File: src/rtl/dm_pkg.sv
// Shared debug-module types: DTM op/status encodings, DMI channel structs and
// the TCK-side access-controller state encoding.
package dm;

    typedef enum logic [1:0] {
        DTM_NOP      = 2'd0,
        DTM_READ     = 2'd1,
        DTM_WRITE    = 2'd2,
        DTM_RESERVED = 2'd3
    } dtm_op_e;

    typedef enum logic [1:0] {
        DTM_SUCCESS      = 2'd0,
        DTM_ERR_RESERVED = 2'd1,
        DTM_ERR          = 2'd2,
        DTM_BUSY         = 2'd3
    } dtm_op_status_e;

    localparam int unsigned DmiAddrW = 7;
    localparam int unsigned DmiDataW = 32;

    typedef struct packed {
        logic [DmiAddrW-1:0] addr;
        dtm_op_e             op;
        logic [DmiDataW-1:0] data;
    } dmi_req_t;

    typedef struct packed {
        logic [DmiDataW-1:0] data;
        logic [1:0]          resp;
    } dmi_resp_t;

    typedef enum logic [2:0] {
        Idle,
        Read,
        WaitRead,
        Write,
        WaitWrite
    } state_e;

endpackage

File: src/rtl/dmi_jtag_access_ctrl.sv
// TCK-domain DMI access controller: owns the DMI data register, issues one
// DMI read/write per Update-DR and keeps the sticky dmistat error.
module dmi_jtag_access_ctrl
    import dm::*;
#(
    parameter int unsigned AddrWidth = 7,
    parameter int unsigned DataWidth = 32
) (
    input  logic                 tck_i,
    input  logic                 trst_ni,
    input  logic                 dmi_access_i,
    input  logic                 capture_dr_i,
    input  logic                 shift_dr_i,
    input  logic                 update_dr_i,
    input  logic                 test_logic_reset_i,
    input  logic                 dmi_reset_i,
    input  logic                 dmi_tdi_i,
    output logic                 dmi_tdo_o,
    output logic [1:0]           dmi_error_o,
    output logic                 dmi_req_valid_o,
    input  logic                 dmi_req_ready_i,
    output logic [AddrWidth-1:0] dmi_req_addr_o,
    output logic [1:0]           dmi_req_op_o,
    output logic [DataWidth-1:0] dmi_req_data_o,
    input  logic                 dmi_resp_valid_i,
    output logic                 dmi_resp_ready_o,
    input  logic [DataWidth-1:0] dmi_resp_data_i,
    input  logic [1:0]           dmi_resp_resp_i
);

    localparam int unsigned DrWidth = AddrWidth + DataWidth + 2;

    state_e               r_state;
    state_e               w_state_next;
    logic [DrWidth-1:0]   r_dr;
    logic [AddrWidth-1:0] r_addr;
    logic [DataWidth-1:0] r_data;
    dtm_op_e              r_op;
    logic [1:0]           r_error;

    dtm_op_e w_dr_op;
    logic    w_busy;
    logic    w_dr_op_valid;
    logic    w_start;
    logic    w_busy_hit;
    logic    w_resp_fire;
    logic    w_resp_fail;

    assign w_dr_op       = dtm_op_e'(r_dr[1:0]);
    assign w_busy        = (r_state != Idle);
    assign w_dr_op_valid = (w_dr_op == DTM_READ) || (w_dr_op == DTM_WRITE);
    assign w_start       = dmi_access_i && update_dr_i && !w_busy
                           && (r_error == 2'd0) && w_dr_op_valid;
    // Touching the DR while a transaction is in flight is what the host sees as busy.
    assign w_busy_hit    = dmi_access_i && (capture_dr_i || update_dr_i) && w_busy;
    assign w_resp_fire   = dmi_resp_valid_i && ((r_state == WaitRead) || (r_state == WaitWrite));
    assign w_resp_fail   = w_resp_fire && (dmi_resp_resp_i != 2'd0);

    always_ff @(posedge tck_i) begin
        if (!trst_ni) begin
            r_state <= Idle;
        end else begin
            r_state <= w_state_next;
        end
    end

    always_comb begin
        w_state_next     = r_state;
        dmi_req_valid_o  = 1'b0;
        dmi_resp_ready_o = 1'b0;
        case (r_state)
            Idle: begin
                if (w_start) begin
                    if (w_dr_op == DTM_READ) begin
                        w_state_next = Read;
                    end else begin
                        w_state_next = Write;
                    end
                end
            end
            Read: begin
                dmi_req_valid_o = 1'b1;
                if (dmi_req_ready_i) w_state_next = WaitRead;
            end
            Write: begin
                dmi_req_valid_o = 1'b1;
                if (dmi_req_ready_i) w_state_next = WaitWrite;
            end
            WaitRead, WaitWrite: begin
                dmi_resp_ready_o = 1'b1;
                if (dmi_resp_valid_i) w_state_next = Idle;
            end
            default: w_state_next = Idle;
        endcase
    end

    always_ff @(posedge tck_i) begin
        if (!trst_ni) begin
            r_dr <= '0;
        end else if (test_logic_reset_i) begin
            r_dr <= '0;
        end else if (dmi_access_i) begin
            if (capture_dr_i) begin
                r_dr <= {r_addr, r_data, (w_busy ? 2'b11 : r_error)};
            end else if (shift_dr_i) begin
                r_dr <= {dmi_tdi_i, r_dr[DrWidth-1:1]};
            end
        end
    end

    // Read data lands even during Test-Logic-Reset so an in-flight read still completes.
    always_ff @(posedge tck_i) begin
        if (!trst_ni) begin
            r_addr <= '0;
            r_data <= '0;
            r_op   <= DTM_NOP;
        end else begin
            if (test_logic_reset_i) begin
                r_addr <= '0;
                r_data <= '0;
            end else if (w_start) begin
                r_addr <= r_dr[DrWidth-1 -: AddrWidth];
                r_op   <= w_dr_op;
                if (w_dr_op == DTM_WRITE) r_data <= r_dr[DataWidth+1:2];
            end
            if ((r_state == WaitRead) && dmi_resp_valid_i) r_data <= dmi_resp_data_i;
        end
    end

    // Sticky: only written from zero, and an explicit clear beats any new error.
    always_ff @(posedge tck_i) begin
        if (!trst_ni) begin
            r_error <= 2'd0;
        end else if (dmi_reset_i || test_logic_reset_i) begin
            r_error <= 2'd0;
        end else if (r_error == 2'd0) begin
            if (w_busy_hit) begin
                r_error <= 2'd3;
            end else if (w_resp_fail) begin
                r_error <= 2'd2;
            end
        end
    end

    assign dmi_tdo_o      = r_dr[0];
    assign dmi_error_o    = r_error;
    assign dmi_req_addr_o = r_addr;
    assign dmi_req_op_o   = r_op;
    assign dmi_req_data_o = r_data;

endmodule

File: config.mk
export PLATFORM = sky130hd
export DESIGN_NAME = dmi_jtag_access_ctrl
export DESIGN_NICKNAME = d
export VERILOG_FILES = /design/src/rtl/dm_pkg.sv /design/src/rtl/dmi_jtag_access_ctrl.sv
export SDC_FILE = /design/constraint.sdc
export NUM_CORES = 1
export LEC_CHECK = 0
export ABC_CLOCK_PERIOD_IN_PS = 1900
export BUFFER_PORTS_ARGS = -buffer_cell sky130_fd_sc_hd__buf_2
export CAP_MARGIN = 20
export CORE_ASPECT_RATIO = 0.7
export CORE_MARGIN = 2
export CORE_UTILIZATION = 49
export DETAILED_ROUTE_END_ITERATION = 6
export PLACE_DENSITY = 0.75
export SLEW_MARGIN = 40
export SYNTH_ARGS = -nofsm -noshare
export SYNTH_HDL_FRONTEND = slang
export SYNTH_SLANG_ARGS = --single-unit
export TNS_END_PERCENT = 100
File: constraint.sdc
create_clock -name tck_i -period 1.9 [get_ports tck_i]
set_input_delay 0.285 -clock tck_i [delete_from_list [all_inputs] [get_ports tck_i]]
set_output_delay 0.285 -clock tck_i [all_outputs]
set_load 0.02 [all_outputs]
==> flow_summary_export.csv, run 1 <==
group,metric,value,unit
yosys,syn_inst,446,
outcome,violations,"design-rule violations",
worst_hold_path,min_to,"dmi_error_o[1]",
yosys,synth_cell_types,34,
worst_setup_path,cp-start-kind,"register",
worst_setup_path,r2r_start,"dmi_error_o[0]",
worst_setup_path,rr_endpoint,"dmi_req_data_o[31]",
power_and_ir_drop,powerDensity,918,mW/mm^2
yosys,avgSynthCellArea,9.13,sq um
layout,num_antenna_cells,0,
worst_hold_path,hold_depth,2,
sta,hold_viol_final,0,
sta,skew,0.00643,ns
yosys,synth-async-reset-ratio,0,
worst_setup_path,slowest_stage,"or4_4",
sta,fin_crit_sh,0.994,
floorplan,initial_core_util,0.511,
floorplan,num_io_pins,91,
outcome,outcome,"finished with violations",
sta,fmax,530,MHz
yosys,synth_flop_cell,"dfxtp_1",
power_and_ir_drop,p_total,4.67,mW
worst_setup_path,cp.required,2.12,ns
yosys,synth_area,0.00407,sq mm
worst_setup_path,reg2reg_depth,6,
layout,fin_area,0.00508,sq mm
sta,worst_slack,0.0116,ns
sta,slew_violations,0,
grt,track_usage,0.221,
clock_network,cts-root-buf,"clkbuf_16",
yosys,syn_nets,493,
placement,place_congestion,0.821,
layout,drive_above_1_share,0.264,
layout,regArea,0.00174,sq mm
yosys,yosysTopAreaCell,"dfxtp_1",
clock_network,cts_sinks,87,
clock_network,cts_buffers,9,
sta,rsz0062_at_grt,"true",
drt,drt_iter0_drc,223,
yosys,synth.yosys.seq_area_share,0.428,
layout,final_cell_mix,"buf_2 (90), dfxtp_1 (85), nor2_1 (50)",
worst_setup_path,path_cells,"or4_4, o311ai_4, buf_6, clkbuf_16, o211ai_1, o211a_1",
yosys,synth_edf_count,0,
drt,vias_per_cell,5.67,
sta,finalSetupViolations,0,
grt,grt_pass1_wl,16.3,mm
clock_network,cts_tree,"yes",
drt,finalWirelength,10.2,mm
floorplan,die-area,0.00907,sq mm
drt,routed-via-count,3603,
yosys,synthTopCellsByArea,"dfxtp_1 (43%), mux2i_1 (12%), o211a_1 (7.9%)",
drt,drc,3,
floorplan,die_x,113,um
sta,min_period,1.89,ns
layout,multiInputGateArea,0.00203,sq mm
worst_setup_path,cpPeakStageDelay,0.54,ns
power_and_ir_drop,leakage,2.53,nW
drt,dr.pass1.iters,7,
worst_setup_path,crit_type,"reg2reg",
worst_hold_path,hold_path_class,"in2reg",
job,drv_cap,0,
floorplan,die_y,80.3,um
placement,io_buffer_count,90,
sta,slew_headroom,0.669,
layout,fillerInstances,700,
layout,fin_nets,578,
yosys,yosysWarnings,0,
placement,post-place-ws,-0.00127,ns
placement,post_dp_cell_area,0.00469,sq mm
drt,ant_nets,0,
power_and_ir_drop,ir_drop,0.508,mV
worst_setup_path,path_max_fanout,12,
worst_setup_path,reg2reg_slack,0.01,ns
worst_setup_path,worstPathArrival,2.11,ns
clock_network,clk_path_buf_depth,2,
yosys,yosys.area.top_type_share,0.428,
yosys,yosys_register_bits,87,
clock_network,clkSlewWorstSetupHoldPaths,0.06,ns
layout,area_growth,24.8,%
placement,dp_hpwl,6.52,mm
grt,overflow,0,
worst_setup_path,crit_path_end_kind,"register",
grt,grt_max_degree,39,
clock_network,worstSkewPairLatency,0.33,ns
floorplan,core_area,0.00797,sq mm
floorplan,fp-row-count,27,
grt,antenna_found_initial,0,
layout,layout_commonest_cell,"buf_2",
clock_network,h-tree-depth,3,
drt,wl_per_cell,16.1,um
sta,tightest_slew,0.493,ns
worst_hold_path,hp-start,"dmi_reset_i",
grt,grt_pass1_vias,3336,
==> routing by layer <==
metal  routed length [um]  vias up  global-route usage  part of all wire
li1                     -     1791                   -                 -
met2                 4680      118               0.356              0.46
met3                  598        8              0.0551             0.058
met1                 4850     1686               0.299              0.47
met5                    0        -                   0                 0
met4                   97        0              0.0585            0.0095
==> flip-flops by register name, indices dropped and copies added (netlist names) <==
name	flops
r_state	3
dmi_error_o	2
dmi_req_op_o	2
dmi_req_addr_o	7
r_dr	41
dmi_req_data_o	32
==> critical path, delay by kind of cell, from the launching register on <==
family	cells	cell delay [ns]
AND/OR/NAND/NOR	1	0.54
AO/OA/AOI/OAI	3	0.53
buffers and inverters	2	0.37
flip-flops	1	0.34
==> worst max-delay path by stage <==
stage | from | to
final | dmi_error_o[0] | dmi_req_data_o[31]
after floorplan | r_state[0] | dmi_req_data_o[20]
after global routing | dmi_error_o[0] | dmi_req_data_o[5]
after global placement | dmi_error_o[0] | dmi_req_data_o[14]
after detailed placement | dmi_error_o[0] | dmi_req_data_o[13]
after CTS | r_dr[0] | dmi_req_data_o[13]
==> metrics by stage <==
stage	cells	utilization	hold slack [ns]	TNS [ns]
after detailed placement	614	0.588	0.478	-0.00127
after floorplan	446	-	0.364	-0.864
final	636	0.638	0.143	0
after global routing	636	0.638	0.142	-0.298
after global placement	614	0.588	0.467	0
after CTS	632	0.629	0.126	0
==> power by group <==
part / switching (mW) / internal (mW) / total [mW]
sequential: 0.0960 / 1.94 / 2.04
clock: 0.709 / 0.914 / 1.62
combinational: 0.581 / 0.428 / 1.01
total: 1.39 / 3.28 / 4.67
==> Yosys cell counts (2+ instances only) <==
library cell and n:
buf_4 3, nand3_1 33, nor3_1 6, o211a_1 32
inv_1 37, o211ai_1 33, a21oi_1 3, nor4b_1 2
clkbuf_1 30, nor2b_1 2, o21a_1 2, nand2_1 7
buf_6 3, a211oi_1 39, nand4bb_1 2, o21ai_0 6
mux2i_1 47, nor2_1 50, buf_1 5, ha_1 2
a21boi_0 2, buf_2 2, dfxtp_1 87
==> area by class of cell <==
cell class | instances | area share
Sequential cell | 87 | 0.343
Tap cell | 101 | 0.0249
Clock inverter | 5 | 0.00689
Inverter | 38 | 0.0281
Multi-Input combinational cell | 278 | 0.399
Timing Repair Buffer | 117 | 0.151
Clock buffer | 10 | 0.0470
==> cells by family (layout without fill, tap and decap cells) <==
group / after synthesis / count (layout) / share of synthesized area
buf+inv: 81 / 170 / 0.0835
fa+ha+maj: 2 / 2 / 0.00614
mux: 47 / 47 / 0.115
simple gates: 107 / 107 / 0.123
compound gates: 121 / 121 / 0.242
flops: 87 / 87 / 0.428
xor+xnor: 1 / 1 / 0.00215
==> what timing repair did <==
| action | in CTS | in global routing |
|---|---|---|
| hold buffers | 0 | 0 |
| setup buffers | 2 | 2 |
| setup endpoints to repair | 4 | 32 |
| gates cloned | 1 | 2 |
| resized for setup | 3 | 2 |
| pin swaps | 2 | 3 |
| hold endpoints to repair | 0 | 0 |
Note: power is estimated with default switching activity, not from simulation.
==> run 2, diff against run 1 <==
- BUFFER_PORTS_ARGS: -buffer_cell sky130_fd_sc_hd__buf_2 -> -buffer_cell sky130_fd_sc_hd__buf_4
- TNS_END_PERCENT: 100 -> 10
==> run 2 against run 1 <==
Compared with the run above: the flow still finishes with violations (design-rule violations); highest routed layer unchanged; cell area increased by 5.9%; total power rose by 7.0%; non-clock buffer count is 2 lower; sequential power is essentially flat; maximum frequency rose by 0.99%; first-iteration DRC count increased by 28%; via count up 0.72%; critical path type unchanged.
==> flow_summary_export.csv, run 2 (synthesized netlist as in run 1, its figures left out) <==
group,metric,value,unit
outcome,outcome,"finished with violations",
outcome,violations,"design-rule violations",
worst_setup_path,cp-start-kind,"register",
clock_network,cts-root-buf,"clkbuf_16",
floorplan,die_x,113,um
clock_network,cts_tree,"yes",
power_and_ir_drop,powerDensity,928,mW/mm^2
placement,placedCellCount,610,
drt,routed-via-count,3629,
worst_setup_path,r2r_start,"r_dr[1]",
grt,antenna_found_initial,0,
sta,fin_crit_sh,0.984,
worst_setup_path,crit_type,"reg2reg",
sta,hold_viol_final,0,
worst_hold_path,hold_path_class,"in2reg",
sta,min_period,1.87,ns
sta,fmax,535,MHz
power_and_ir_drop,ir_drop,0.661,mV
sta,slew_headroom,0.623,
layout,num_antenna_cells,0,
worst_hold_path,hold_depth,2,
drt,vias_per_cell,5.71,
floorplan,initial_core_util,0.511,
clock_network,clk_path_buf_depth,2,
layout,drive_above_1_share,0.264,
drt,drc,3,
layout,largest-register,"r_dr",
layout,layout_commonest_cell,"buf_4",
layout,area_growth,32.1,%
grt,track_usage,0.225,
grt,grt_pass1_wl,16.3,mm
drt,drt_iter0_drc,286,
clock_network,worstSkewPairLatency,0.34,ns
layout,final_util,0.675,
worst_setup_path,reg2reg_depth,7,
floorplan,core_area,0.00797,sq mm
placement,io_buffer_count,90,
sta,slew_violations,0,
worst_setup_path,rr_endpoint,"dmi_req_data_o[25]",
layout,largest_reg_flops,41,
sta,finalSetupViolations,0,
grt,grt_pass1_vias,3422,
drt,wl_per_cell,17.2,um
sta,tightest_slew,0.561,ns
worst_hold_path,hp-start,"dmi_reset_i",
placement,place_congestion,0.769,
clock_network,ctsHoldBuffers,0,
worst_setup_path,path_max_fanout,6,
drt,finalWirelength,10.9,mm
worst_setup_path,reg2reg_slack,0.03,ns
placement,dp_hpwl,6.50,mm
floorplan,num_io_pins,91,
clock_network,cts_sinks,87,
layout,finalNonFillerCells,635,
grt,grt_max_degree,80,
clock_network,clkSlewWorstSetupHoldPaths,0.06,ns
worst_setup_path,crit_path_end_kind,"register",
power_and_ir_drop,leakage,2.60,nW
clock_network,h-tree-depth,3,
drt,ant_nets,0,
floorplan,die-area,0.00907,sq mm
sta,skew,0.0110,ns
worst_hold_path,min_to,"dmi_error_o[0]",
layout,fin_nets,576,
worst_setup_path,cp.required,2.18,ns
floorplan,fp-row-count,27,
worst_setup_path,worstPathArrival,2.15,ns
layout,final_cell_mix,"buf_4 (101), dfxtp_1 (86), nor2_1 (50)",
floorplan,die_y,80.3,um
clock_network,cts_buffers,9,
job,drv_cap,0,
grt,overflow,0,
drt,dr.pass1.iters,6,
[run 2: cell types whose count changed in the layout (fill, tap and decap cells not counted), sizes merged]
cell    before  now
buf        115  112
bufinv       0    1
clkbuf      12   14
clkinv       5    3
inv         37   38
[run 2: through the flow]
| step | setup WS (ns) | power [mW] | instance area (sq um) | hold WS, ns | setup TNS (ns) |
|---|---|---|---|---|---|
| after floorplan | -0.0311 | 2.71 | 4100 | 0.364 | -0.864 |
| after global placement | 0.0988 | 3.04 | 4900 | 0.461 | 0 |
| after detailed placement | 0.0502 | 3.07 | 4900 | 0.463 | 0 |
| after CTS | 0.0448 | 4.91 | 5220 | 0.103 | 0 |
| after global routing | -0.0144 | 5.20 | 5380 | 0.104 | -0.0144 |
| final | 0.0301 | 4.99 | 5380 | 0.113 | 0 |
[run 2: cell type report]
cell class                 instances  area (sq um)
tap                              101           126
inverter                          38           143
clock inverter                     5          63.8
clock buffer                      11           253
multi-input combinational        278          2040
timing repair buffer             115          1010
sequential                        87          1740
fill                             630          2590
[run 2: worst max-delay path by stage]
stage | from | end | slack [ns] | cells past startpoint
detailed placement | r_dr[0] | dmi_req_data_o[26] | 0.05 | 7
global route | r_dr[1] | dmi_req_data_o[25] | -0.01 | 7
CTS | r_dr[0] | dmi_req_data_o[26] | 0.04 | 7
global placement | r_state[0] | dmi_req_data_o[26] | 0.1 | 5
finish | r_dr[1] | dmi_req_data_o[25] | 0.03 | 7
floorplan | r_state[0] | dmi_req_data_o[20] | -0.03 | 6
[run 2: repair_timing]
item                       CTS  global route
buffers inserted             0             4
gates resized for setup      0             9
setup endpoints to repair    0            30
[run 2: routing by layer]
layer,vias to the layer above,global-route usage,part of all wire
li1,1783,-,-
met1,1760,0.289,0.47
met2,79,0.375,0.48
met3,7,0.0581,0.047
met4,0,0.0707,0.0077
met5,-,0,0
[run 2: power by group]
part           switching, mW  internal [mW]  total [mW]
registers             0.0977           1.94        2.04
clock network          0.752           1.10        1.85
logic                  0.594          0.511        1.10
total                   1.44           3.55        4.99
[run 2: critical path, cell delays in order (launching register included)]
cell and delay [ns]:
dfxtp_1 0.39, ha_4 0.22, nand4bb_4 0.22, o311ai_4 0.34, buf_6 0.20, buf_6 0.14, clkbuf_16 0.15, o211a_1 0.16
==> run 3, diff against run 2 <==
- ABC_CLOCK_PERIOD_IN_PS: 1900 -> 2170
- CORE_UTILIZATION: 49 -> 58
- PLACE_DENSITY: 0.75 -> 0.84
- clock period: 1.9 -> 2.17 ns (I/O delays scaled with it)
==> run 3 against run 2 <==
Compared with the run above: clock skew decreased by 0.0041 ns; critical path depth unchanged; first-iteration DRC count decreased by 30%; cell area decreased by 5.6%; routed wire length decreased by 12%; the run now ends clean; setup slack improved by 0.095 ns; maximum frequency decreased by 8.5%; hold slack improved by 0.035 ns; non-clock buffer count decreased by 8.
==> flow_summary_export.csv, run 3 (synthesized netlist as in run 1, its figures left out) <==
group,metric,value,unit
clock_network,cts-root-buf,"clkbuf_8",
sta,hold_viol_final,0,
worst_setup_path,crit_path_end_kind,"register",
worst_setup_path,cp.required,2.46,ns
sta,slew_violations,0,
clock_network,post_cts_resized,0,
outcome,outcome,"complete, no violations",
power_and_ir_drop,leakage,2.47,nW
layout,num_antenna_cells,0,
sta,min_period,2.04,ns
floorplan,fp-row-count,25,
grt,track_usage,0.247,
floorplan,die_x,104,um
clock_network,cts_buffers,9,
worst_hold_path,hp-start,"dmi_reset_i",
clock_network,clkSlewWorstSetupHoldPaths,0.08,ns
layout,area_growth,24.8,%
power_and_ir_drop,ir_drop,0.549,mV
power_and_ir_drop,powerDensity,764,mW/mm^2
worst_setup_path,reg2reg_slack,0.13,ns
worst_setup_path,crit_type,"reg2reg",
sta,setup-tns-final,0,ns
worst_setup_path,rr_endpoint,"dmi_req_data_o[25]",
placement,io_buffer_count,90,
sta,tightest_slew,0.558,ns
drt,dr.pass1.iters,4,
grt,use_met2,0.413,
drt,vias_per_cell,5.79,
worst_setup_path,reg2reg_depth,7,
floorplan,core_area,0.00679,sq mm
grt,grt.busiest_layer,"met2",
layout,final_util,0.749,
layout,layout_commonest_cell,"buf_4",
worst_setup_path,cpPeakStageDelay,0.41,ns
layout,largest-register,"r_dr",
placement,place_congestion,0.843,
layout,largest_reg_flops,41,
layout,drive_above_1_share,0.244,
drt,wl_per_cell,15.5,um
grt,grt_pass1_wl,15.6,mm
placement,post-place-ws,0.0964,ns
placement,dp_hpwl,6.24,mm
job,drv_cap,0,
clock_network,clk_path_buf_depth,2,
grt,antenna_found_initial,0,
worst_setup_path,path_max_fanout,20,
worst_setup_path,r2r_start,"r_dr[0]",
sta,fin_crit_sh,0.942,
worst_setup_path,cp_num_buf_inv,3,
worst_hold_path,hold_path_class,"in2reg",
floorplan,num_io_pins,91,
grt,grt_max_degree,42,
drt,finalWirelength,9.59,mm
clock_network,h-tree-depth,3,
drt,drt_iter0_drc,201,
sta,fmax,489,MHz
grt,use_met1,0.334,
clock_network,cts_tree,"yes",
worst_setup_path,worstPathArrival,2.33,ns
grt,grt_pass1_vias,3242,
drt,routed-via-count,3586,
drt,drc,0,
layout,final_cell_mix,"buf_4 (103), dfxtp_1 (87), nor2_1 (50)",
floorplan,die-area,0.00772,sq mm
drt,ant_nets,0,
worst_hold_path,hold_depth,2,
clock_network,worstSkewPairLatency,0.34,ns
worst_hold_path,min_to,"dmi_error_o[0]",
grt,use_met3,0.0465,
sta,finalSetupViolations,0,
sta,worst_slack,0.125,ns
sta,skew,0.00697,ns
sta,rsz0062_at_grt,"false",
worst_setup_path,cp-start-kind,"register",
sta,worst_hold_slack,0.148,ns
floorplan,die_y,74.1,um
worst_setup_path,crit_family,"compound AO/OA/AOI/OAI gates",
grt,overflow,0,
worst_setup_path,slowest_stage,"dfxtp_1",
floorplan,initial_core_util,0.600,
worst_setup_path,path_cells,"inv_1, ha_1, nand4bb_1, o311ai_4, buf_4, clkbuf_16, o211a_1",
clock_network,cts_sinks,87,
sta,slew_headroom,0.625,
layout,fin_nets,568,
==> run 3: cell types whose count changed in the layout (fill, tap and decap cells not counted), moves of 2 or more <==
cell       previous run  this run
buf_4               101       103
clkbuf_16            12         1
clkinv_2              0         2
clkbuf_8              2         9
buf_6                 4         0
buf_12                6         3
==> run 3: power breakdown <==
group | switching [mW] | internal (mW)
clock | 0.574 | 0.641
combinational | 0.491 | 0.397
sequential | 0.0859 | 1.70
==> run 3: worst max path at each step <==
stage          cells past startpoint  startpoint  slack, ns            endpoint
3_3_place_gp                       7     r_dr[0]       0.18  dmi_req_data_o[19]
5_1_grt                            7     r_dr[0]      0.005  dmi_req_data_o[25]
6_report                           7     r_dr[0]       0.13  dmi_req_data_o[25]
2_1_floorplan                      7     r_dr[0]       0.08  dmi_req_data_o[20]
4_1_cts                            7     r_dr[0]       0.09  dmi_req_data_o[25]
3_5_place_dp                       7     r_dr[0]        0.1  dmi_req_data_o[16]
==> run 3: layer usage <==
layer / wire length (um) / vias to the layer above
met4: 88 / 0
met3: 451 / 8
met1: 4510 / 1717
met2: 4530 / 94
met5: 0 / -
li1: - / 1767
==> run 3: cell type report <==
class	instances	area, sq um
sequential	87	1740
tap	94	118
clock inverter	6	86.3
inverter	38	143
clock buffer	9	124
timing repair buffer	107	858
multi-input combinational	278	2010
fill	482	1710
==> run 3: metrics by stage <==
step	instance area [sq um]	total power [mW]	std cells
global route	5080	4.05	619
finish	5080	3.89	619
floorplan	4070	2.37	446
CTS	5050	3.88	617
global placement	4840	2.65	602
detailed placement	4840	2.68	602
==> run 3: what timing repair did <==
item                       CTS  global route
hold buffers                 0             0
setup endpoints to repair    0            20
hold endpoints to repair     0             0
setup buffers                0             1
